**src/rtl/irq_pkg.sv**
```systemverilog
// Shared definitions for the interrupt request-capture front end:
// request width, index width, offer FSM encoding and an index decoder.
package irq_pkg;

    localparam int IRQ_N     = 8;
    localparam int IRQ_IDX_W = 3;

    typedef enum logic {
        IDLE  = 1'b0,
        OFFER = 1'b1
    } irq_state_e;

    // One-hot vector with only the bit selected by idx set.
    function automatic logic [IRQ_N-1:0] idx_onehot(input logic [IRQ_IDX_W-1:0] idx);
        logic [IRQ_N-1:0] v;
        v = '0;
        v[idx] = 1'b1;
        return v;
    endfunction

endpackage

```
**src/rtl/pri_enc8.sv**
```systemverilog
// Combinational 8:3 priority encoder. The highest set input index wins;
// valid flags that at least one input is set (idx is 0 otherwise).
module pri_enc8
    import irq_pkg::*;
(
    input  logic [IRQ_N-1:0]     req,
    output logic [IRQ_IDX_W-1:0] idx,
    output logic                 valid
);

    // Scan upward so the last (highest) set bit overrides lower ones.
    always_comb begin
        idx   = '0;
        valid = 1'b0;
        for (int i = 0; i < IRQ_N; i++) begin
            if (req[i]) begin
                idx   = IRQ_IDX_W'(i);
                valid = 1'b1;
            end
        end
    end

endmodule

```
**src/rtl/irq_req_latch.sv**
```systemverilog
// Request-capture front end for the 8:3 priority encoder.
// Synchronizes eight asynchronous request lines, turns rising edges into
// sticky pending bits and offers the highest pending index over a
// valid/ready handshake. An accepted offer clears its pending bit.
// Optional feature: define IRQ_MASK_EN to add a per-bit mask register
// (mask_wr / mask_wdata, 1 = disabled). Masked bits still latch as pending
// but are never offered.
module irq_req_latch
    import irq_pkg::*;
#(
    parameter int SYNC_STAGES = 2    // must be at least 2
) (
    input  logic                 clk,
    input  logic                 rst_n,
    input  logic [IRQ_N-1:0]     req_in,
    output logic [IRQ_IDX_W-1:0] grant_idx,
    output logic                 grant_valid,
    input  logic                 grant_ready,
`ifdef IRQ_MASK_EN
    input  logic                 mask_wr,
    input  logic [IRQ_N-1:0]     mask_wdata,
`endif
    output logic [IRQ_N-1:0]     pending,
    output logic                 lost
);

    logic [IRQ_N-1:0]     sync_p [SYNC_STAGES];
    logic [IRQ_N-1:0]     sync_out;
    logic [IRQ_N-1:0]     req_prev;
    logic [IRQ_N-1:0]     req_edge;
    logic [IRQ_N-1:0]     clr_vec;
    logic [IRQ_N-1:0]     eligible;
    logic [IRQ_IDX_W-1:0] enc_idx;
    logic                 enc_valid;
    irq_state_e           state;

    // ---- Stage: synchronizer chain, one flop row per stage ----
    // Shift each request line through SYNC_STAGES flops to tame metastability.
    always_ff @(posedge clk or negedge rst_n) begin
        if (!rst_n) begin
            for (int s = 0; s < SYNC_STAGES; s++) begin
                sync_p[s] <= '0;
            end
        end else begin
            sync_p[0] <= req_in;
            for (int s = 1; s < SYNC_STAGES; s++) begin
                sync_p[s] <= sync_p[s-1];
            end
        end
    end

    assign sync_out = sync_p[SYNC_STAGES-1];

    // ---- Stage: edge detect and pending capture ----
    // prev resets to 0, so a line already high at reset release yields one edge.
    assign req_edge = sync_out & ~req_prev;

    // Bit to clear when the current offer is taken this cycle.
    assign clr_vec = (grant_valid && grant_ready) ? idx_onehot(grant_idx) : '0;

    // Track history, latch edges into pending (set beats clear) and flag
    // edges that land on a bit that is already pending and staying pending.
    always_ff @(posedge clk or negedge rst_n) begin
        if (!rst_n) begin
            req_prev <= '0;
            pending  <= '0;
            lost     <= 1'b0;
        end else begin
            req_prev <= sync_out;
            pending  <= (pending & ~clr_vec) | req_edge;
            lost     <= |(req_edge & pending & ~clr_vec);
        end
    end

`ifdef IRQ_MASK_EN
    logic [IRQ_N-1:0] mask_q;

    // Mask register; a write is visible to the offer decision one cycle later.
    always_ff @(posedge clk or negedge rst_n) begin
        if (!rst_n) begin
            mask_q <= '0;
        end else if (mask_wr) begin
            mask_q <= mask_wdata;
        end
    end

    assign eligible = pending & ~mask_q;
`else
    assign eligible = pending;
`endif

    pri_enc8 u_pri_enc8 (
        .req   (eligible),
        .idx   (enc_idx),
        .valid (enc_valid)
    );

    // ---- Stage: offer FSM with registered grant outputs ----
    // An offer is held unchanged until accepted; ready is ignored in IDLE.
    always_ff @(posedge clk or negedge rst_n) begin
        if (!rst_n) begin
            state       <= IDLE;
            grant_idx   <= '0;
            grant_valid <= 1'b0;
        end else begin
            case (state)
                IDLE: begin
                    if (enc_valid) begin
                        grant_idx   <= enc_idx;
                        grant_valid <= 1'b1;
                        state       <= OFFER;
                    end
                end
                OFFER: begin
                    if (grant_ready) begin
                        grant_valid <= 1'b0;
                        state       <= IDLE;
                    end
                end
                default: begin
                    grant_valid <= 1'b0;
                    state       <= IDLE;
                end
            endcase
        end
    end

endmodule

```
**config.mk**
```make
export PLATFORM = sky130hd
export DESIGN_NAME = irq_req_latch
export DESIGN_NICKNAME = d
export VERILOG_FILES = /design/src/rtl/irq_pkg.sv /design/src/rtl/pri_enc8.sv /design/src/rtl/irq_req_latch.sv
export SDC_FILE = /design/constraint.sdc
export NUM_CORES = 1
export LEC_CHECK = 0
export CORE_ASPECT_RATIO = 0.6
export CORE_UTILIZATION = 53
export CTS_CLUSTER_DIAMETER = 100
export DETAILED_ROUTE_END_ITERATION = 8
export PLACE_DENSITY = 0.91
export SETUP_SLACK_MARGIN = 0.15
export SYNTH_ARGS = -nofsm -noshare
export SYNTH_HDL_FRONTEND = slang
export SYNTH_SLANG_ARGS = --single-unit
export TNS_END_PERCENT = 5
```
**constraint.sdc**
```tcl
create_clock -name clk -period 2.2 [get_ports clk]
set_input_delay 0.22 -clock clk [delete_from_list [all_inputs] [get_ports clk]]
set_output_delay 0.22 -clock clk [all_outputs]
set_load 0.005 [all_outputs]
```
# Word level (Yosys, flattened, before mapping)
# Index checks and enable logic that the tools add are counted.
# word_totals
regBits	38
inputBits	11
output_inout_bits	13
elab_cells	49
# op_classes
n_lt_le_gt_ge	2
n_eq_ne	2
mux	24
n_bitwise	8
reduce_logical	5
# ops
operator	n
$and A8 B8 Y8	4
$not A8 Y8	2
$mux W1	14
$mux W3	4
$mux W8	1
$or A8 B8 Y8	1
$reduce_or A8 Y1	1
$lt A3 B4 Y1 const B	1
$mux W2	2
$ne A2 B2 Y1 const B	2
$pmux W1 S2	2
$reduce_and A2 Y1	2
$demux W1 S3	1
$ge A3 B1 Y1 const B	1
$logic_and A1 B1 Y1	2
$not A1 Y1	1

# Depth between registers and ports, before layout
# logic_depth
ltp_word	10
ltp_mapped	5
depth_no_buf	5

# Cells and area by module
# A second synthesis with hierarchy kept.
# hier_totals
hier_cells	99
area_unflattened_um2	1297.5
# by_module_without_submodules
mod	n_inst	cells_each	area_per_inst_um2	seq_area_each_um2
irq_req_latch	1	87	1239.9	950.9
pri_enc8	1	12	57.6	0.0

# Least setup slack after synthesis
# Ideal clock, no wire load.
# synth_path
path_type	register to register
startpoint	reg grant_idx[0]
endpoint	reg lost
setup_ps	137
t_arrival_ps	1105
required_ps	2063
setup_slack_ps	957
path_stages_with_launch	5
path_buffers	0
path_cell_list	dfrtp_1 > nand2b_1 > o31ai_1 > o22a_1 > o2111ai_1
# synth_via
elab_chain_len	8
elab_cells_between_ends	9
# synth_lines
item	line	text
start: declaration	irq_req_latch.sv:16	output logic [IRQ_IDX_W-1:0] grant_idx,
start signal: assignment	irq_req_latch.sv:109	grant_idx <= enc_idx;
$lt A3 B4 Y1 (implied by the code) or $ge A3 B1 Y1 (tied branches)	irq_pkg.sv:17	v[idx] = 1'b1;
$logic_and A1 B1 Y1 (implied by the code)	irq_pkg.sv:17	
$mux W1 (implied by the code)	irq_pkg.sv:17	
$demux W1 S3 *	irq_pkg.sv:17	
$mux W8 *	irq_req_latch.sv:59	assign clr_vec = (grant_valid && grant_ready) ? idx_onehot(grant_idx) : '0;
$not A8 Y8 *	irq_req_latch.sv:71	lost <= |(req_edge & pending & ~clr_vec);
$and A8 B8 Y8 *	irq_req_latch.sv:71	
$reduce_or A8 Y1 *	irq_req_latch.sv:71	
end signal: assignment	irq_req_latch.sv:71	
end: declaration	irq_req_latch.sv:24	output logic lost
# Mark *: on every way between the ends. The rest lies on a longest branch, timed or not.
# A chain may end at the register's enable or synchronous reset.

# Final worst setup path
# layout_path
startpoint	reg grant_idx[0]
endpoint	out grant_idx[0]
# No word-level cell between the ends.

==> flow_metrics.py <==
metrics = {
    "cells_and_area": {
        "nets": 136,
        "drive_above_1_share_pct": 8.730,
        "regArea_sq_um": 950.9,
        "fillerInstances": 160,
        "antenna_cells_inserted": 0,
        "multi_input_area_sq_um": 304.0,
        "area_delta_synth_final_pct": 28.87,
    },
    "critical_path": {
        "crit_path_end_kind": "primary output",
        "max_stage_delay_ps": 560,
        "crit_type": "reg -> out",
        "cp.buffers_inverters": 1,
        "cp.arrival_ps": 1340,
        "start_kind": "flop",
        "r2r_slack_ps": 670,
        "crit_chain": "clkdlybuf4s50_1",
        "crit_required_ps": 1980,
        "crit_fanout": 7,
        "cp_slowest_cell": "clkdlybuf4s50_1",
        "crit_family": "buffers and inverters",
    },
    "floorplanning": {
        "num_rows": 13,
        "die_h_um": 39.92,
        "die_w_um": 65.20,
        "core_sq_um": 2212,
        "io_pins": 24,
        "dieArea_sq_um": 2602,
        "initial_core_util_pct": 57.41,
    },
    "clock_tree": {
        "cts_tree": "yes",
        "h-tree-depth": 2,
        "post_cts_buffers": 0,
        "cts_sinks": 38,
        "clkTransAtPathRegs_ps": 70,
        "clockBufferDepth": 2,
        "cts-resized-gates": 0,
        "postCtsHoldBufs": 0,
        "root_buffer": "clkbuf_8",
        "numCtsBuffers": 5,
        "insertion_delay_ps": 280,
    },
    "placement": {
        "dpl.hpwl_um": 1596,
        "routabilityCongestion": 0.8404,
        "port_buffers": 23,
    },
    "timing": {
        "fin_crit_ps": 1565,
        "final_max_slew_viol_count": 0,
        "setup-tns-final_ps": 0,
        "period_share_pct": 71.12,
        "hold_ws_ps": 349.6,
        "rsz0062_at_grt": "false",
        "fmax_mhz": 639.1,
        "relSlewSlack_pct": 67.32,
        "hold_viol": 0,
        "clock_skew_ps": 5.423,
        "setup_violations": 0,
        "worst_slew_pin_slew_ps": 485.7,
    },
    "synth": {
        "synth_top_family_by_area": "compound AO/OA/AOI/OAI gates",
        "synth_compound_area_share_pct": 12.32,
        "synthesis.area_sq_um": 1270,
        "synthCells": 94,
        "syn_nets": 105,
        "ys_seq_elements": 38,
        "synth_adder_area_share_pct": 0,
        "yosysSeqAreaShare_pct": 74.88,
        "ys_types": 20,
        "synth-simple-area-share_pct": 11.63,
        "synth-xor-area-share_pct": 0,
        "syn_area_per_cell_sq_um": 13.51,
        "muxShareOfSynthArea_pct": 0,
        "synth-warning-count": 0,
    },
    "global_routing": {
        "use_met1_pct": 24.95,
        "grt_usage_pct": 22.96,
        "top_usage_layer": "met2",
        "grt_start_max_net_pins": 39,
        "grt_util_met3_pct": 10.76,
        "grt_pass1_wl_um": 3767,
        "grt_pass1_vias": 767,
        "grt_overflow": 0,
        "met2_usage_pct": 38.14,
        "antenna_found_initial": 0,
    },
    "power_and_ir_drop": {
        "p_leak_nw": 0.6910,
        "vdd_drop_max_mv": 0.5997,
        "cellPowerDensity_nw_per_um2": 1066,
    },
    "route": {
        "drt_wl_total_um": 2429,
        "wl_per_cell_um": 15.57,
        "first_iter_violations": 58,
        "dr.pass1.iters": 4,
        "vias": 865,
        "via_per_inst": 5.545,
        "ant_nets": 0,
        "drc_errors": 0,
    },
    "min_path": {
        "hold_class": "reg -> reg",
    },
    "status": {
        "status": "completed",
    },
    "run": {
        "maxCapViolCount": 0,
    },
}
## layout make-up
class                   instances  area share, %
clock buffers                   7          5.275
flip-flops and latches         38          58.10
inverters                       4         0.9174
clock inverters                 1         0.3058
repair buffers                 24          14.53
well taps                      30          2.294
multi-input cells              52          18.58
## per-layer routing
layer / vias up / part of all wire, % / wire, um
li1: 387 / - / -
met1: 422 / 41 / 986
met2: 48 / 48 / 1176
met3: 8 / 7.9 / 193
met4: 0 / 3.0 / 73
met5: - / 0 / 0
## per-stage QoR
| stage | std cells | setup WS, ps | power [W] | utilization [%] | instance area, sq um |
|---|---|---|---|---|---|
| 6_report | 156 | 635.3 | 0.001744 | 73.98 | 1637 |
| 5_1_grt | 156 | 579.9 | 0.001839 | 73.98 | 1637 |
| 4_1_cts | 156 | 624.0 | 0.001762 | 73.98 | 1637 |
| 3_5_place_dp | 148 | 516.9 | 0.001273 | 69.85 | 1545 |
| 3_3_place_gp | 148 | 585.8 | 0.001245 | 69.85 | 1545 |
| 2_1_floorplan | 94 | 957.4 | 0.001052 | - | 1270 |
## cells by family after synthesis
logic type / count (synthesis)
compound gates: 23
buf+inv: 4
flops: 38
simple gates: 29
## power breakdown
part,switching (W),total (W),leakage [nW],internal (W)
clock,0.000219,0.000471,0.0482,0.000252
sequential,0.000130,0.000923,0.416,0.000792
combinational,0.000158,0.000350,0.227,0.000192
## worst paths after layout
kind,end,depth (start not counted),from
min in group asynchronous,pending[2],2,rst_n
hold / removal,sync_out[5],0,sync_p[13]
hold reg to reg,sync_out[5],0,sync_p[13]
setup reg to reg,grant_idx[1],4,pending[5]
setup / recovery,grant_idx[0],1,grant_idx[0]
max in group asynchronous,sync_p[11],2,rst_n
## flip-flops by register name, summed over array words and instances (netlist names)
register / flops
pending: 8
sync_p: 8
req_prev: 8
sync_out: 8
grant_idx: 3
lost: 1
state: 1
grant_valid: 1
## placed cells by master (no fill, tap or decap), types with 2 or more instances in the layout
cell / synthesis / final
nor4_1: 2 / 2
nand2b_1: 9 / 9
nor2_1: 5 / 5
o31ai_1: 3 / 3
a21oi_1: 6 / 6
dfrtp_1: 38 / 38
inv_1: 4 / 4
o21ai_0: 5 / 5
nand2_1: 9 / 9
clkbuf_8: 0 / 6
nor3_1: 2 / 2
clkdlybuf4s50_1: 0 / 23
o22ai_1: 2 / 2
## synthesized netlist by cell type, drive strengths merged
cell / instances / area (sq um)
nand2: 9 / 33.78
a21o: 1 / 7.510
o41ai: 1 / 16.27
nor3: 2 / 10.01
o21ai: 6 / 30.02
o22a: 1 / 8.760
or3: 1 / 6.260
nor2: 5 / 18.77
o21bai: 1 / 7.510
nand3: 1 / 10.01
o2111ai: 1 / 8.760
nand2b: 9 / 56.30
dfrtp: 38 / 950.9
o22ai: 2 / 12.51
o31ai: 4 / 35.03
inv: 4 / 15.01
nor4: 2 / 12.51
a21oi: 6 / 30.03
## worst register-to-register path: cells and delay by family (launching register included)
| family | cells | cell delay (ps) |
|---|---|---|
| AO/OA/AOI/OAI | 2 | 300 |
| AND/OR/NAND/NOR | 2 | 640 |
| flip-flops | 1 | 450 |
Note: power is estimated with default switching activity, not from simulation.
